[src/rtl/bf_program_loader_pkg.sv]
// Shared constants for the BF program loader: opcode encoding, loader error codes, FSM states.
package bf_program_loader_pkg;

  localparam int unsigned OP_W = 4;

  localparam logic [OP_W-1:0] OP_HALT  = 4'd0;
  localparam logic [OP_W-1:0] OP_RIGHT = 4'd1;
  localparam logic [OP_W-1:0] OP_LEFT  = 4'd2;
  localparam logic [OP_W-1:0] OP_INC   = 4'd3;
  localparam logic [OP_W-1:0] OP_DEC   = 4'd4;
  localparam logic [OP_W-1:0] OP_OUT   = 4'd5;
  localparam logic [OP_W-1:0] OP_IN    = 4'd6;
  localparam logic [OP_W-1:0] OP_OPEN  = 4'd7;
  localparam logic [OP_W-1:0] OP_CLOSE = 4'd8;

  localparam logic [1:0] ERR_NONE     = 2'd0;
  localparam logic [1:0] ERR_STRAY    = 2'd1;
  localparam logic [1:0] ERR_UNCLOSED = 2'd2;
  localparam logic [1:0] ERR_PM_FULL  = 2'd3;

  typedef enum logic [2:0] {
    StIdle,
    StAccept,
    StSetup,
    StStrobe,
    StFinish,
    StDone,
    StError
  } ld_state_e;

endpackage

[src/rtl/bf_char_decoder.sv]
// Combinational ASCII to BF opcode decoder; non-command, non-NUL bytes are comments.
module bf_char_decoder
  import bf_program_loader_pkg::*;
(
  input  logic [7:0]      i_char,
  output logic            o_is_cmd,
  output logic            o_is_nul,
  output logic [OP_W-1:0] o_opcode
);

  always_comb begin
    o_is_cmd = 1'b1;
    o_opcode = OP_HALT;
    case (i_char)
      8'h3e:   o_opcode = OP_RIGHT;
      8'h3c:   o_opcode = OP_LEFT;
      8'h2b:   o_opcode = OP_INC;
      8'h2d:   o_opcode = OP_DEC;
      8'h2e:   o_opcode = OP_OUT;
      8'h2c:   o_opcode = OP_IN;
      8'h5b:   o_opcode = OP_OPEN;
      8'h5d:   o_opcode = OP_CLOSE;
      default: o_is_cmd = 1'b0;
    endcase
  end

  assign o_is_nul = (i_char == 8'h00);

endmodule

[src/rtl/bf_program_loader.sv]
// Streams BF source bytes into program memory as opcodes, checks bracket balance, appends HALT.
module bf_program_loader
  import bf_program_loader_pkg::*;
#(
  parameter int unsigned ADDR_W  = 16,
  parameter int unsigned DEPTH_W = 8
) (
  input  logic              i_clock,
  input  logic              i_reset,
  input  logic              i_load_start,
  input  logic              i_load_end,
  input  logic              i_char_valid,
  input  logic [7:0]        i_char_data,
  output logic              o_char_ready,
  output logic [ADDR_W-1:0] o_pm_addr,
  output logic [OP_W-1:0]   o_pm_data,
  output logic              o_pm_we,
  output logic              o_busy,
  output logic              o_done,
  output logic              o_error,
  output logic [1:0]        o_err_code,
  output logic [ADDR_W-1:0] o_prog_len
);

  localparam logic [ADDR_W-1:0]  ADDR_MAX  = '1;
  localparam logic [DEPTH_W-1:0] DEPTH_MAX = '1;

  ld_state_e           r_state, w_state;
  logic [ADDR_W-1:0]   r_addr, w_addr;
  logic [DEPTH_W-1:0]  r_depth, w_depth;
  logic [OP_W-1:0]     r_op, w_op;
  logic                r_halt, w_halt;
  logic                r_done, w_done;
  logic                r_error, w_error;
  logic [1:0]          r_err_code, w_err_code;
  logic [ADDR_W-1:0]   r_prog_len, w_prog_len;

  logic                w_is_cmd, w_is_nul;
  logic [OP_W-1:0]     w_opcode;

  bf_char_decoder u_dec (
    .i_char   (i_char_data),
    .o_is_cmd (w_is_cmd),
    .o_is_nul (w_is_nul),
    .o_opcode (w_opcode)
  );

  always_ff @(posedge i_clock or posedge i_reset) begin
    if (i_reset) begin
      r_state    <= StIdle;
      r_addr     <= '0;
      r_depth    <= '0;
      r_op       <= OP_HALT;
      r_halt     <= 1'b0;
      r_done     <= 1'b0;
      r_error    <= 1'b0;
      r_err_code <= ERR_NONE;
      r_prog_len <= '0;
    end else begin
      r_state    <= w_state;
      r_addr     <= w_addr;
      r_depth    <= w_depth;
      r_op       <= w_op;
      r_halt     <= w_halt;
      r_done     <= w_done;
      r_error    <= w_error;
      r_err_code <= w_err_code;
      r_prog_len <= w_prog_len;
    end
  end

  always_comb begin
    w_state    = r_state;
    w_addr     = r_addr;
    w_depth    = r_depth;
    w_op       = r_op;
    w_halt     = r_halt;
    w_done     = r_done;
    w_error    = r_error;
    w_err_code = r_err_code;
    w_prog_len = r_prog_len;
    unique case (r_state)
      StIdle, StDone, StError: begin
        if (i_load_start) begin
          w_state    = StAccept;
          w_addr     = '0;
          w_depth    = '0;
          w_done     = 1'b0;
          w_error    = 1'b0;
          w_err_code = ERR_NONE;
          w_prog_len = '0;
        end
      end
      StAccept: begin
        // load_end has priority; a same-cycle byte is not taken (char_ready is low).
        if (i_load_end) begin
          w_state = StFinish;
        end else if (i_char_valid && w_is_nul) begin
          w_state = StFinish;
        end else if (i_char_valid && w_is_cmd) begin
          if (r_addr == ADDR_MAX) begin
            w_state    = StError;
            w_error    = 1'b1;
            w_err_code = ERR_PM_FULL;
          end else if (w_opcode == OP_CLOSE && r_depth == '0) begin
            w_state    = StError;
            w_error    = 1'b1;
            w_err_code = ERR_STRAY;
          end else if (w_opcode == OP_OPEN && r_depth == DEPTH_MAX) begin
            w_state    = StError;
            w_error    = 1'b1;
            w_err_code = ERR_UNCLOSED;
          end else begin
            w_state = StSetup;
            w_op    = w_opcode;
            w_halt  = 1'b0;
            if (w_opcode == OP_OPEN) w_depth = r_depth + DEPTH_W'(1);
            if (w_opcode == OP_CLOSE) w_depth = r_depth - DEPTH_W'(1);
          end
        end
      end
      StSetup: w_state = StStrobe;
      StStrobe: begin
        if (r_halt) begin
          w_state    = StDone;
          w_done     = 1'b1;
          w_prog_len = r_addr;
        end else begin
          w_state = StAccept;
          w_addr  = r_addr + ADDR_W'(1);
        end
      end
      StFinish: begin
        if (r_depth != '0) begin
          w_state    = StError;
          w_error    = 1'b1;
          w_err_code = ERR_UNCLOSED;
        end else begin
          w_state = StSetup;
          w_op    = OP_HALT;
          w_halt  = 1'b1;
        end
      end
      default: w_state = StIdle;
    endcase
  end

  assign o_char_ready = (r_state == StAccept) && !i_load_end;
  assign o_pm_addr    = r_addr;
  assign o_pm_data    = r_op;
  assign o_pm_we      = (r_state == StStrobe);
  assign o_busy       = (r_state == StAccept) || (r_state == StSetup) ||
                        (r_state == StStrobe) || (r_state == StFinish);
  assign o_done       = r_done;
  assign o_error      = r_error;
  assign o_err_code   = r_err_code;
  assign o_prog_len   = r_prog_len;

endmodule

[config.mk]
export PLATFORM = sky130hd
export DESIGN_NAME = bf_program_loader
export DESIGN_NICKNAME = d
export VERILOG_FILES = /design/src/rtl/bf_program_loader_pkg.sv /design/src/rtl/bf_char_decoder.sv /design/src/rtl/bf_program_loader.sv
export SDC_FILE = /design/constraint.sdc
export NUM_CORES = 1
export LEC_CHECK = 0
export BUFFER_PORTS_ARGS = -buffer_cell sky130_fd_sc_hd__buf_2
export CAP_MARGIN = 20
export CORE_MARGIN = 1.5
export CORE_UTILIZATION = 45
export CTS_BUF_LIST = sky130_fd_sc_hd__clkbuf_8
export DETAILED_ROUTE_END_ITERATION = 10
export PLACE_DENSITY = 0.69
export RECOVER_POWER = 25
export SLEW_MARGIN = 20
export SYNTH_ARGS = -nofsm -noshare
export SYNTH_HDL_FRONTEND = slang
export SYNTH_SLANG_ARGS = --single-unit
[constraint.sdc]
create_clock -name i_clock -period 2.75 [get_ports i_clock]
set_input_delay 0 -clock i_clock [delete_from_list [all_inputs] [get_ports i_clock]]
set_output_delay 0 -clock i_clock [all_outputs]
set_load 0.02 [all_outputs]
==> results.toml <==
[cts]
clock_sinks = 52
htree_num_levels = 2
cts_resized = 0
clockBufferDepth = 2
clock_latency_ns = 0.30
post_cts_buffers = 0
cts_root_buf = "clkbuf_8"
clk_pin_slew_worst_paths_ns = 0.09
numCtsBuffers = 5
cts_tree = "yes"
holdBufCountCts = 1

[yosys]
synth_area_leaders = "dfrtp_1 (43%), nand2_1 (6.9%), nor2_1 (4.9%)"
ys_ff_latch = 52
synth_area_um2 = 3000
synth_top_area_cell = "dfrtp_1"
yosys_warnings = 0
seq_area_frac_synth_pct = 43.4
synth_ff_type = "dfrtp_1"
synth_edf_count = 0
syn_nets = 364
synth_common_cells = "nand2_1 (55), dfrtp_1 (52), nor2_1 (39)"
async_flop_share_pct = 100
netlist.area_leader.share_pct = 43.4
synth_cell_type_count = 51
synth_area_per_cell_um2 = 8.75
synthCells = 343
synth.most_common_cell = "nand2_1"

[final_layout]
final_cells = 471
layout-drive-gt1-share_pct = 15.7
final_util_pct = 53.5
antenna-diode-count = 0
n_fill_cell = 602
fin_nets = 414
synthToLayoutAreaGrowth_pct = 13.8

[floorplanning]
die_area_um2 = 7170
die_x_um = 84.7
core-area_um2 = 6390
rows = 29
initial_core_util_pct = 47.0
die_h_um = 84.7
io_pins = 56

[critical_path]
slowest_delay_ns = 0.74
critPathSlowestCell = "dfrtp_1"
crit_path_end_kind = "register"
worstPathRequired_ns = 2.99
cp.arrival_ns = 2.66
crit_buf_inv = 0
cp_num_cells = 5
path_class = "register to register"
crit_fanout = 19
cpLargestDelayFamily = "simple AND/OR/NAND/NOR gates"
crit_chain = "or3_1 -> a21o_1 -> nand2_1 -> or4_1 -> nand3_1"
ff2ff_path_depth = 5
cp-start-kind = "register"

[sta]
fin_crit_sh_pct = 88.2
tightestPinTransition_ns = 1.97
whs_ns = 0.0270
timing.final.crit_period_ns = 2.43
slew_viol_final = 53
fin_tns_setup_ns = 0
grt_setup_unrepaired = "false"
hold_viol = 0
clock_skew_ns = 0.00545
fmax_mhz = 412
slew_headroom_pct = -31.5
setup_viol = 0

[status]
status = "finished with violations"
violations = "capacitance limit, slew limit"

[grt]
grt_start_max_net_pins = 53
grt_pass1_vias = 2442
grt_antenna_before_repair = 0
grt_pass1_wl_um = 11800
overflow = 0
track_usage_pct = 19.8

[route]
viasPerCell = 5.55
routed-via-count = 2615
route.detailed.drc = 0
routedWlPerCell_um = 14.6
firstDrtPassIters = 4
antenna_left = 0
drt-initial-drc-count = 149
drt-total-wl_um = 6880

[hold_path]
min_path_cells = 3
worst_hold_path_type = "input port to register"

[place]
dp_hpwl_um = 4870
numPortBuffers = 55
numPlacedInstances = 462
gp_congestion = 0.841

[run]
drv_cap = 1

[power]
ir_drop_v = 0.000459
p_leak_nw = 1.52
p_per_area_nw_per_um2 = 662
[power by group]
group / leakage (nW) / internal, mW / switching [mW]
registers: 0.712 / 0.841 / 0.103
logic: 0.757 / 0.258 / 0.617
clock network: 0.0455 / 0.178 / 0.262
total: 1.52 / 1.28 / 0.982
[cell type report]
class                           instances  area (um^2)  share of cell area, %
Timing Repair Buffer                   61          307                   8.98
Clock inverter                          3         20.0                  0.586
Multi-Input combinational cell        260         1570                   46.1
Tap cell                               77         96.3                   2.82
Inverter                               13         48.8                   1.43
Sequential cell                        52         1300                   38.1
Clock buffer                            5         68.8                   2.02
[worst min-delay path: cells and delay by family]
kind                   cells  cell delay, ns
buffers and inverters      1            0.15
AND/OR/NAND/NOR            1            0.08
multiplexers               1            0.06
[metal layers]
layer | share of wire [%] | global-route usage [%] | routed length (um) | vias to the layer above
li1 | - | - | - | 1306
met1 | 49 | 29.5 | 3400 | 1250
met2 | 46 | 30.2 | 3140 | 53
met3 | 4.1 | 2.75 | 285 | 6
met4 | 0.77 | 5.57 | 53 | 0
met5 | 0 | 0 | 0 | -
[stage by stage]
| step | setup WS (ns) | total power, mW | instance area [um^2] |
|---|---|---|---|
| floorplan | 0.0811 | 1.63 | 3000 |
| global placement | 0.134 | 1.81 | 3330 |
| detailed placement | 0.214 | 1.83 | 3330 |
| CTS | 0.370 | 2.27 | 3430 |
| global route | 0.0549 | 2.43 | 3410 |
| finish | 0.324 | 2.26 | 3410 |
[logic make-up (layout without fill, tap and decap cells)]
family	Yosys count	count (layout)	share of synthesized area [%]
flops	52	52	43.4
xor+xnor	22	22	6.42
compound gates	75	75	17.1
mux	4	4	1.33
simple gates	151	151	23.9
buf+inv	31	82	4.30
fa+ha+maj	8	8	3.59
[state kept, by name (all words and copies together) (netlist names)]
signal and flops:
r_depth 8, o_pm_data 4, o_prog_len 16, r_state 3
o_done 1, r_halt 1, o_error 1, o_pm_addr 16
o_err_code 2
[cell usage in the layout, fill, tap and decap left out, types with 2 or more instances in the layout]
master     n
xnor2_1   16
o21bai_1   2
o21ai_0   27
nor3_1    12
o41ai_1    6
a21oi_1   12
mux2i_1    4
buf_4      5
nor2_2     2
dfrtp_1   52
o31ai_1    4
ha_1       7
nand3b_1   4
nand2_1   55
nor4_1     5
nand4_1    7
a21o_1     3
buf_2     42
or3_1      4
o22ai_1    4
nor2b_1    2
inv_1     14
or4_1      3
clkbuf_1  13
clkbuf_8   5
nor2_1    39
nand3_1    9
xor2_1     6
nand2b_1   3
[final timing paths]
path	slack, ns	startpoint	end
setup / recovery	0.32	r_state[1]	r_depth[7]
hold / removal	0.03	i_char_data[1]	o_pm_data[0]
setup reg to reg	0.32	r_state[1]	r_depth[7]
hold reg to reg	0.53	o_prog_len[7]	o_prog_len[7]
max in group asynchronous	0.73	i_reset	r_depth[7]
min in group asynchronous	0.87	i_reset	o_done
(Power assumes the default switching activity.)
